==> src/rtl/uart_pkg.sv <==
// Shared types and constants for the UART receive path.
package uart_pkg;

  typedef enum logic [2:0] {
    S_Idle,
    S_Start,
    S_Data,
    S_Parity,
    S_Stop
  } rx_state_t;

  localparam int   DATA_BITS   = 8;
  localparam logic PARITY_EVEN = 1'b1;
  localparam logic IDLE_LEVEL  = 1'b1;

  // Parity bit the transmitter is expected to send for a given byte.
  function automatic logic parity_bit(input logic [DATA_BITS-1:0] d);
    return (^d) ^ ~PARITY_EVEN;
  endfunction

endpackage

==> src/rtl/uart_rx_sync.sv <==
// Metastability synchroniser for the serial line plus a registered
// falling-edge flag aligned with the synchronised output.
module uart_rx_sync
  import uart_pkg::*;
#(
  parameter int SYNC_STAGES = 2
) (
  input  logic clk,
  input  logic rst_n,
  input  logic din,
  output logic dout,
  output logic fall
);

  logic [SYNC_STAGES-1:0] sync_q, sync_d;
  logic                   fall_q, fall_d;

  // Shift the line through the chain; the flag fires in the same cycle the
  // last stage first shows 0 after having shown 1.
  always_comb begin
    sync_d = {sync_q[SYNC_STAGES-2:0], din};
    fall_d = sync_q[SYNC_STAGES-1] & ~sync_q[SYNC_STAGES-2];
  end

  // Chain resets to the idle level so reset release never looks like a start.
  always_ff @(posedge clk or negedge rst_n) begin
    if (!rst_n) begin
      sync_q <= {SYNC_STAGES{IDLE_LEVEL}};
      fall_q <= 1'b0;
    end else begin
      sync_q <= sync_d;
      fall_q <= fall_d;
    end
  end

  assign dout = sync_q[SYNC_STAGES-1];
  assign fall = fall_q;

endmodule

==> src/rtl/uart_rx.sv <==
// UART receiver: 8 data bits LSB first, even parity, one stop bit.
// Mid-bit sampling FSM feeding a one-deep holding register with
// valid/read handshake, parity/framing status and sticky overrun.
module uart_rx
  import uart_pkg::*;
#(
  parameter int CLKS_PER_BIT = 16,
  parameter int SYNC_STAGES  = 2
) (
  input  logic                 Clk,
  input  logic                 Rst,
  input  logic                 Serial_In,
  input  logic                 Data_Read,
  output logic [DATA_BITS-1:0] Dout,
  output logic                 Data_Valid,
  output logic                 Parity_Err,
  output logic                 Frame_Err,
  output logic                 Overrun,
  output logic                 RBusy
);

  localparam int             CW      = $clog2(CLKS_PER_BIT);
  localparam logic [CW-1:0]  FULL_TC = CW'(CLKS_PER_BIT - 1);
  localparam logic [CW-1:0]  HALF_TC = CW'(CLKS_PER_BIT / 2 - 1);
  localparam logic [2:0]     LAST_IDX = 3'(DATA_BITS - 1);

  logic rx, rx_fall;

  uart_rx_sync #(
    .SYNC_STAGES(SYNC_STAGES)
  ) u_sync (
    .clk  (Clk),
    .rst_n(Rst),
    .din  (Serial_In),
    .dout (rx),
    .fall (rx_fall)
  );

  rx_state_t              state_q, state_d;
  logic [CW-1:0]          cnt_q, cnt_d;
  logic [2:0]             idx_q, idx_d;
  logic [DATA_BITS-1:0]   shift_q, shift_d;
  logic                   perr_q, perr_d;
  logic                   ferr_q, ferr_d;
  logic                   done_q, done_d;
  logic                   tick;

  logic [DATA_BITS-1:0]   dout_q, dout_d;
  logic                   valid_q, valid_d;
  logic                   par_err_q, par_err_d;
  logic                   frm_err_q, frm_err_d;
  logic                   ovr_q, ovr_d;

  // Start bit is checked after half a period; every later bit after a full one.
  always_comb begin
    tick = (state_q == S_Start) ? (cnt_q == HALF_TC) : (cnt_q == FULL_TC);
  end

  // Frame FSM: next state, baud counter, bit index, shift register, status.
  always_comb begin
    state_d = state_q;
    cnt_d   = cnt_q + CW'(1);
    idx_d   = idx_q;
    shift_d = shift_q;
    perr_d  = perr_q;
    ferr_d  = ferr_q;
    done_d  = 1'b0;
    case (state_q)
      S_Idle: begin
        cnt_d = '0;
        if (rx_fall) state_d = S_Start;
      end
      S_Start: begin
        if (tick) begin
          cnt_d = '0;
          idx_d = '0;
          // A line back high at mid-start was a glitch: drop silently.
          state_d = rx ? S_Idle : S_Data;
        end
      end
      S_Data: begin
        if (tick) begin
          cnt_d          = '0;
          shift_d[idx_q] = rx;
          idx_d          = idx_q + 3'd1;
          if (idx_q == LAST_IDX) state_d = S_Parity;
        end
      end
      S_Parity: begin
        if (tick) begin
          cnt_d   = '0;
          perr_d  = parity_bit(shift_q) ^ rx;
          state_d = S_Stop;
        end
      end
      S_Stop: begin
        if (tick) begin
          cnt_d   = '0;
          ferr_d  = ~rx;
          done_d  = 1'b1;
          // Re-arm at mid-stop so a directly following start edge is caught.
          state_d = S_Idle;
        end
      end
      default: begin
        cnt_d   = '0;
        state_d = S_Idle;
      end
    endcase
  end

  // FSM and datapath registers.
  always_ff @(posedge Clk or negedge Rst) begin
    if (!Rst) begin
      state_q <= S_Idle;
      cnt_q   <= '0;
      idx_q   <= '0;
      shift_q <= '0;
      perr_q  <= 1'b0;
      ferr_q  <= 1'b0;
      done_q  <= 1'b0;
    end else begin
      state_q <= state_d;
      cnt_q   <= cnt_d;
      idx_q   <= idx_d;
      shift_q <= shift_d;
      perr_q  <= perr_d;
      ferr_q  <= ferr_d;
      done_q  <= done_d;
    end
  end

  // Holding register: load a finished frame if the slot is free or being
  // read this cycle, otherwise drop it and flag overrun.
  always_comb begin
    dout_d    = dout_q;
    valid_d   = valid_q;
    par_err_d = par_err_q;
    frm_err_d = frm_err_q;
    ovr_d     = ovr_q;
    if (done_q) begin
      if (!valid_q || Data_Read) begin
        dout_d    = shift_q;
        par_err_d = perr_q;
        frm_err_d = ferr_q;
        valid_d   = 1'b1;
      end else begin
        ovr_d = 1'b1;
      end
    end else if (Data_Read && valid_q) begin
      valid_d = 1'b0;
      ovr_d   = 1'b0;
    end
  end

  // Output registers.
  always_ff @(posedge Clk or negedge Rst) begin
    if (!Rst) begin
      dout_q    <= '0;
      valid_q   <= 1'b0;
      par_err_q <= 1'b0;
      frm_err_q <= 1'b0;
      ovr_q     <= 1'b0;
    end else begin
      dout_q    <= dout_d;
      valid_q   <= valid_d;
      par_err_q <= par_err_d;
      frm_err_q <= frm_err_d;
      ovr_q     <= ovr_d;
    end
  end

  assign Dout       = dout_q;
  assign Data_Valid = valid_q;
  assign Parity_Err = par_err_q;
  assign Frame_Err  = frm_err_q;
  assign Overrun    = ovr_q;
  assign RBusy      = (state_q != S_Idle);

endmodule

==> config.mk <==
export PLATFORM = sky130hd
export DESIGN_NAME = uart_rx
export DESIGN_NICKNAME = d
export VERILOG_FILES = /design/src/rtl/uart_pkg.sv /design/src/rtl/uart_rx_sync.sv /design/src/rtl/uart_rx.sv
export SDC_FILE = /design/constraint.sdc
export NUM_CORES = 1
export LEC_CHECK = 0
export BUFFER_PORTS_ARGS = -buffer_cell sky130_fd_sc_hd__clkbuf_2
export CORE_ASPECT_RATIO = 1.2
export CORE_MARGIN = 2
export CORE_UTILIZATION = 55
export CTS_CLUSTER_SIZE = 10
export DETAILED_ROUTE_END_ITERATION = 12
export PLACE_DENSITY = 0.75
export SLEW_MARGIN = 20
export SYNTH_ARGS = -nofsm -noshare
export SYNTH_HDL_FRONTEND = slang
export SYNTH_SLANG_ARGS = --single-unit
==> constraint.sdc <==
create_clock -name Clk -period 3.6 [get_ports Clk]
set_input_delay 0 -clock Clk [delete_from_list [all_inputs] [get_ports Clk]]
set_output_delay 0 -clock Clk [all_outputs]
set_load 0.03 [all_outputs]
* Yosys cells after proc, flatten, opt, wreduce, memory -nomap -nowiden *
Cells that the tools add are included.

storage, ports and cells
  register bits = 36
  output and inout bits = 13

cells by class
  add/sub/neg operators = 2
  order comparisons = 2
  equal/unequal tests = 15
  multiplexer cells = 23
  bitwise operators = 4
  reductions and logical operators = 18

operator list
  cell                                                               count
  2-to-1 mux 3 bit                                                   7
  case mux 3 bit (5 select lines)                                    1
  != test 2 bit, second input constant                               6
  AND reduction 2 bit                                                6
  2-to-1 mux 1 bit                                                   9
  bitwise mux 8 bit                                                  1
  2-to-1 mux 4 bit                                                   2
  parity 8 bit                                                       1
  equality test 3 x 2 -> 1 bit, second input constant                2
  equality test 3 bit, second input constant                         2
  case mux 3 bit (2 select lines)                                    1
  AND reduction 6 bit                                                1
  adder 4 x 1 -> 4 bit, second input constant                        1
  equality test 4 x 3 -> 1 bit, second input constant                1
  equality test 4 bit, second input constant                         1
  < comparator 3 x 4 -> 1 bit, second input constant                 1
  != test 2 x 1 -> 1 bit, second input constant                      2
  nonzero test 2 bit                                                 2
  OR reduction 4 bit                                                 1
  adder 3 x 1 -> 3 bit, second input constant                        1
  demux 1 bit (select 3 bit)                                         1
  equality test 3 x 1 -> 1 bit, second input constant                1
  greater-or-equal comparator 3 x 1 -> 1 bit, second input constant  1
  logical NOT 3 bit                                                  1
  9 further kinds                                                    11

* Depth between registers and ports, before layout *
Gate-level depths: netlist of run 1.

  word-level depth = 5
  gate-level depth with buffers = 5
  mapped depth without buffers = 5

* Cells and area by module *
A second synthesis of run 1 with hierarchy kept.

second synthesis, totals
  cell total of the unflattened synthesis = 135
  area total of the unflattened synthesis = 1684.1 um2

by module, submodules not included
  module        instances  cells each  area each (um2)  sequential area each (um2)
  uart_rx       1          131         1592.8           825.8
  uart_rx_sync  1          4           91.3             77.6

* Least setup slack after synthesis of run 1 *
No wires, ideal clock.

  kind = flip-flop to flip-flop
  start = reg cnt_q[0]
  end = reg shift_q[7]
  arrival = 1.541 ns
  slack = 1.934 ns
  stages on the path, launching flop included = 6
  path buffers = 0
  cell sequence = dfrtp_1 -> ha_1 -> and4b_2 -> and3b_2 -> nand4_1 -> mux2_2

on the way
  cells in the longest elaborated chain, start to end = 3

RTL lines
  element                                                                     line            RTL
  start: declaration                                                          uart_rx.sv:40   logic [CW-1:0] cnt_q, cnt_d;
  start signal: assignment                                                    uart_rx.sv:124  cnt_q <= cnt_d;
  equality test 4 bit / equality test 4 x 3 -> 1 bit (equally long branches)  uart_rx.sv:56   tick = (state_q == S_Start) ? (cnt_q == HALF_TC) : (cnt_q == FULL_TC);
  2-to-1 mux 1 bit (*)                                                        uart_rx.sv:56
  AND reduction 2 bit (no line) (*)                                           -
  end signal: assignment                                                      uart_rx.sv:126  shift_q <= shift_d;
  end: declaration                                                            uart_rx.sv:42   logic [DATA_BITS-1:0] shift_q, shift_d;

Mark *: on every way between the ends. The rest lies on a longest branch, timed or not.
A chain may end at the register's enable or synchronous reset.

* Worst setup path in the final report of run 1 *
  start = reg cnt_q[0]
  end = reg shift_q[0]

The elaborated chain is that of the path after synthesis.

==> results of run 1 <==
==> timing repair <==
item	4_1_cts	5_1_grt
setup endpoints to repair	0	0
hold buffers	3	0
setup buffers	0	0
gates resized for setup	0	0
hold endpoints to repair	37	0
==> layer usage <==
| metal | vias up | wire length [um] | GRT usage |
|---|---|---|---|
| li1 | 505 | - | - |
| met1 | 506 | 1240 | 0.259 |
| met2 | 35 | 1350 | 0.306 |
| met3 | 7 | 130 | 0.0537 |
| met4 | 0 | 65 | 0.106 |
| met5 | - | 0 | 0 |
==> where the power goes <==
part | switching [mW] | leakage (nW) | internal (mW)
logic | 0.0783 | 0.424 | 0.0823
registers | 0.0721 | 0.477 | 0.445
clock network | 0.127 | 0.0422 | 0.146
total | 0.278 | 0.944 | 0.673
==> cell type report <==
class / instances / area [um2]
well taps: 34 / 42.5
repair buffers: 19 / 110
clock inverters: 2 / 35.0
inverters: 4 / 15.0
clock buffers: 6 / 41.3
fillers: 225 / 980
flip-flops and latches: 36 / 903
multi-input cells: 84 / 711
==> sequential cells by signal, indices dropped and copies added (netlist names) <==
register / flops
cnt_q: 4
ferr_q: 1
Dout: 8
Data_Valid: 1
perr_q: 1
state_q: 3
Parity_Err: 1
Overrun: 1
u_sync.sync_q: 2
u_sync.fall: 1
shift_q: 8
Frame_Err: 1
done_q: 1
idx_q: 3
==> per-stage QoR <==
step	setup slack [ps]	cell area, um2	cells	hold WS (ps)
final	1830	1860	185	296
after global routing	1700	1860	185	289
after CTS	1810	1860	185	277
after detailed placement	1800	1750	174	88.9
after global placement	1880	1750	174	89.3
after floorplan	1930	1670	132	-296
==> worst max-delay path, stage by stage (launching register included) <==
cell,delay (ps)
dfrtp_1,380
ha_1,240
and4b_2,300
nand3b_4,120
nor4_1,260
mux2_2,370
==> cells in the mapped netlist (all sizes together), types with 2 or more instances <==
library cell  number  area [um2]
inv                4        15.0
xnor2              6        52.6
nand2b             2        12.5
dfrtp             34         851
a21oi              2        10.0
a22o               2        17.5
mux2              19         214
nand4b             2        17.5
nand3b             3        35.0
dfstp              2        52.6
nand3              4        20.0
ha                 3        37.5
clkbuf             4        15.0
and3               3        18.8
o21ai              6        30.0
buf                4        25.0
xor2               3        26.3
nor4b              3        45.0
nand2              6        22.5
nor2               5        18.8
==> kinds of logic (layout without fill, tap and decap cells) <==
| group | after synthesis | count (layout) |
|---|---|---|
| DFF | 36 | 36 |
| adders and majority gates | 3 | 3 |
| and+or+nand+nor | 37 | 37 |
| xor gates and xnor gates | 10 | 10 |
| muxes | 19 | 19 |
| AOI/OAI and AO/OA | 15 | 15 |
| buffers and inverters | 12 | 31 |
==> worst min path at each step <==
stage	end	cells after the start	slack, ps	start
finish	Dout[0]	2	300	Rst
global placement	u_sync.sync_q[0]	1	90	Serial_In
CTS	u_sync.sync_q[0]	2	280	Serial_In
detailed placement	u_sync.sync_q[0]	1	90	Serial_In
floorplan	Data_Valid	0	-300	Rst
global route	u_sync.sync_q[0]	2	290	Serial_In
==> metrics.yaml, run 1 <==
rsz0062_at_grt: "no"
setup_viol: 0
period_minus_slack_ps: 1770
cp_max_fo: 6
drv_cap: 0
fin_skew_ps: 11.8
syn_nets: 139
crit_required_ps: 3830
synth_fa_ha_area_frac: 0.0225
clk_pin_slew_ps: 110
dp_hpwl_um: 1970
clk_latency_ps: 330
syn_avg_cell_area_um2: 12.6
syn_area_um2: 1670
track_usage: 0.202
cts_buffers: 5
routed_wl_um: 2790
die_area_um2: 3490
grt_pass1_vias: 1087
cp.arrival_ps: 2000
synthXorXnorAreaFrac: 0.0607
synth_cell_type_count: 39
min_period_over_period: 0.491
cts_root_buf: "clkbuf_4"
drtIter0Drc: 9
place.gp.congestion: 0.820
viasPerCell: 5.69
synth_top_family_by_area: "simple AND/OR/NAND/NOR gates"
synth_enable_flop_cells: 0
num_antenna_cells: 0
drtAntennaViolNets: 0
worstMarginPinSlew_ps: 852
ys_seq_elements: 36
run_status: "complete, no violations"
max-slew-margin-rel: 0.432
io_pins: 17
ir_drop_v: 0.000498
routed-via-count: 1053
power_density_nw_per_um2: 512
startpoint: "cnt_q[0]"
grt_antenna_before_repair: 0
start_util: 0.588
synth_seq_area_share: 0.541
drc: 0
core.rowCount: 21
final_cell_mix: "dfrtp_1, mux2_2, clkbuf_2"
cp-endpoint: "shift_q[0]"
synth-compound-area-share: 0.0600
tns_ps: 0
synth_cells: 132
worstSetupPathType: "reg -> reg"
layout_commonest_cell: "dfrtp_1"
core_area_um2: 2840
ys.flop_type: "dfrtp_1"
timing.fmax_ghz: 0.566
die_w_um: 54.3
reg2reg_slack_ps: 1830
synth_mux_area_frac: 0.128
tritoncts: "built"
yosys_warnings: 0
grt_max_degree: 37
reg2reg_to: "shift_q[0]"
fin_util: 0.655
synthSimpleGateAreaFrac: 0.154
grt_pass1_wl_um: 5040
reg2reg_depth: 5
hold_violations: 0
r2r_start: "cnt_q[0]"
hp-class: "in -> async"
cp-start-kind: "flip-flop"
cellLeakagePower_nw: 0.944
die_height_um: 64.3
drive_gt1_frac: 0.318
drtPass1Iterations: 5
gr-total-overflow: 0
cts.sinks: 36
finalMaxSlewViolations: 0
cts_max_path_buffers: 2
totalPowerFinal_mw: 0.951
nets: 157
async_flop_share: 1.00
wl_per_cell_um: 15.1
end_kind: "flip-flop"
cts_htree_levels: 2
io_buffer_count: 16
syn2layout_area_growth_pct: 11.3
No activity file was read; power rests on OpenSTA's default activity.
==> run 2: changes to the inputs <==
Clock period 3.6 ns to 1.86 ns, I/O delays scaled along.
==> metrics.yaml, run 2 (synthesis gave the netlist of run 1 again) <==
drtPass1Iterations: 4
syn2layout_area_growth_pct: 12.6
tritoncts: "built"
drtIter0Drc: 20
fin_area_um2: 1880
die_height_um: 64.3
power_frac_clock: 0.250
grt_pass1_vias: 1111
cts_root_buf: "clkbuf_4"
io_buffer_count: 16
routed-via-count: 1059
multi_input_area_um2: 713
rsz0062_at_grt: "no"
cts.sinks: 36
die_area_um2: 3490
nets: 161
drtAntennaViolNets: 0
fill_cells: 237
drive_gt1_frac: 0.344
cp-start-kind: "flip-flop"
hp-class: "in -> async"
pwr-share-comb: 0.221
worstSetupPathType: "reg -> reg"
layout_commonest_cell: "dfrtp_1"
clk_pin_slew_ps: 110
p_sw_frac: 0.292
start_util: 0.588
worstMarginPinSlew_ps: 858
viasPerCell: 5.63
power_density_nw_per_um2: 959
placed_area_um2: 1780
routed_wl_um: 2760
fin_util: 0.662
finalMaxSlewViolations: 0
cts_buffers: 5
wl_per_cell_um: 14.7
cp.arrival_ps: 1960
cp_max_fo: 6
drv_cap: 0
timing.fmax_ghz: 0.574
cellLeakagePower_nw: 0.957
io_pins: 17
core_area_um2: 2840
grt_antenna_before_repair: 0
grt_max_degree: 37
cts_htree_levels: 2
track_usage: 0.196
totalPowerFinal_mw: 1.80
period_minus_slack_ps: 1740
grt_pass1_wl_um: 4950
fin_skew_ps: 12.8
die_w_um: 54.3
max-slew-margin-rel: 0.428
final_cell_mix: "dfrtp_1, mux2_2, clkbuf_2"
num_antenna_cells: 0
switchingPower_mw: 0.526
cts_max_path_buffers: 2
place.gp.congestion: 0.846
pwr-share-seq: 0.529
setup_viol: 0
min_period_over_period: 0.936
cts_setup_buffers: 0
hold_violations: 0
clk_latency_ps: 330
gr-total-overflow: 0
tns_ps: 0
crit_required_ps: 2080
run_status: "complete, no violations"
seq_area_um2: 903
p_int_mw: 1.28
ir_drop_v: 0.000864
drc: 0
reg2reg_depth: 5
core.rowCount: 21
end_kind: "flip-flop"
dp_hpwl_um: 1970
run 2: cell types whose count changed in the layout (fill, tap and decap cells not counted), sizes merged:
cell | before | now
clkbuf | 22 | 23
clkinv | 1 | 0
buf | 0 | 4
bufinv | 1 | 0
run 2: final cells by class:
| cell class | instances | area share |
|---|---|---|
| clock buffers | 7 | 0.0346 |
| inverters | 4 | 0.00799 |
| multi-input cells | 84 | 0.379 |
| flip-flops and latches | 36 | 0.481 |
| well taps | 34 | 0.0226 |
| repair buffers | 23 | 0.0746 |
run 2: repair_timing:
action	CTS	global route
setup endpoints to repair	0	2
hold buffers	3	0
resized for setup	0	1
hold endpoints to repair	37	0
run 2: final timing paths:
check	slack, ps	from	endpoint
worst max-delay path	120	cnt_q[0]	shift_q[1]
max in group asynchronous	1010	Rst	Dout[1]
worst max register to register	120	cnt_q[0]	shift_q[1]
min in group Clk	310	Serial_In	u_sync.sync_q[0]
worst min register to register	380	u_sync.sync_q[0]	u_sync.sync_q[1]
worst min-delay path	310	Rst	state_q[1]
run 2: stage by stage:
stage                     setup WS, ps  cells  hold WS, ps
after detailed placement          66.0    178         90.4
after CTS                         60.4    188          283
final                              119    188          306
after global routing              13.9    188          281
after floorplan                    194    132         -296
after global placement             143    178         89.1
run 2: per-layer routing:
metal / wire length (um) / up-vias / part of all wire / track usage
met3: 111 / 6 / 0.040 / 0.0584
li1: - / 513 / - / -
met1: 1230 / 511 / 0.45 / 0.238
met4: 55 / 0 / 0.020 / 0.0906
met5: 0 / - / 0 / 0
met2: 1370 / 29 / 0.49 / 0.309
run 2: power by group through the flow:
| stage | Sequential, mW | Clock (mW) | Combinational, mW |
|---|---|---|---|
| floorplan | 0.915 | 0 | 0.322 |
| global placement | 0.963 | 0 | 0.373 |
| detailed placement | 0.969 | 0 | 0.392 |
| CTS | 0.954 | 0.465 | 0.398 |
| global route | 0.971 | 0.507 | 0.453 |
| finish | 0.954 | 0.451 | 0.397 |
run 2: worst max-delay path, stage by stage, from the launching register on:
cell	delay, ps
dfrtp_1	380
ha_2	220
and4b_2	290
nand3b_4	120
nor4b_2	290
mux2_1	340
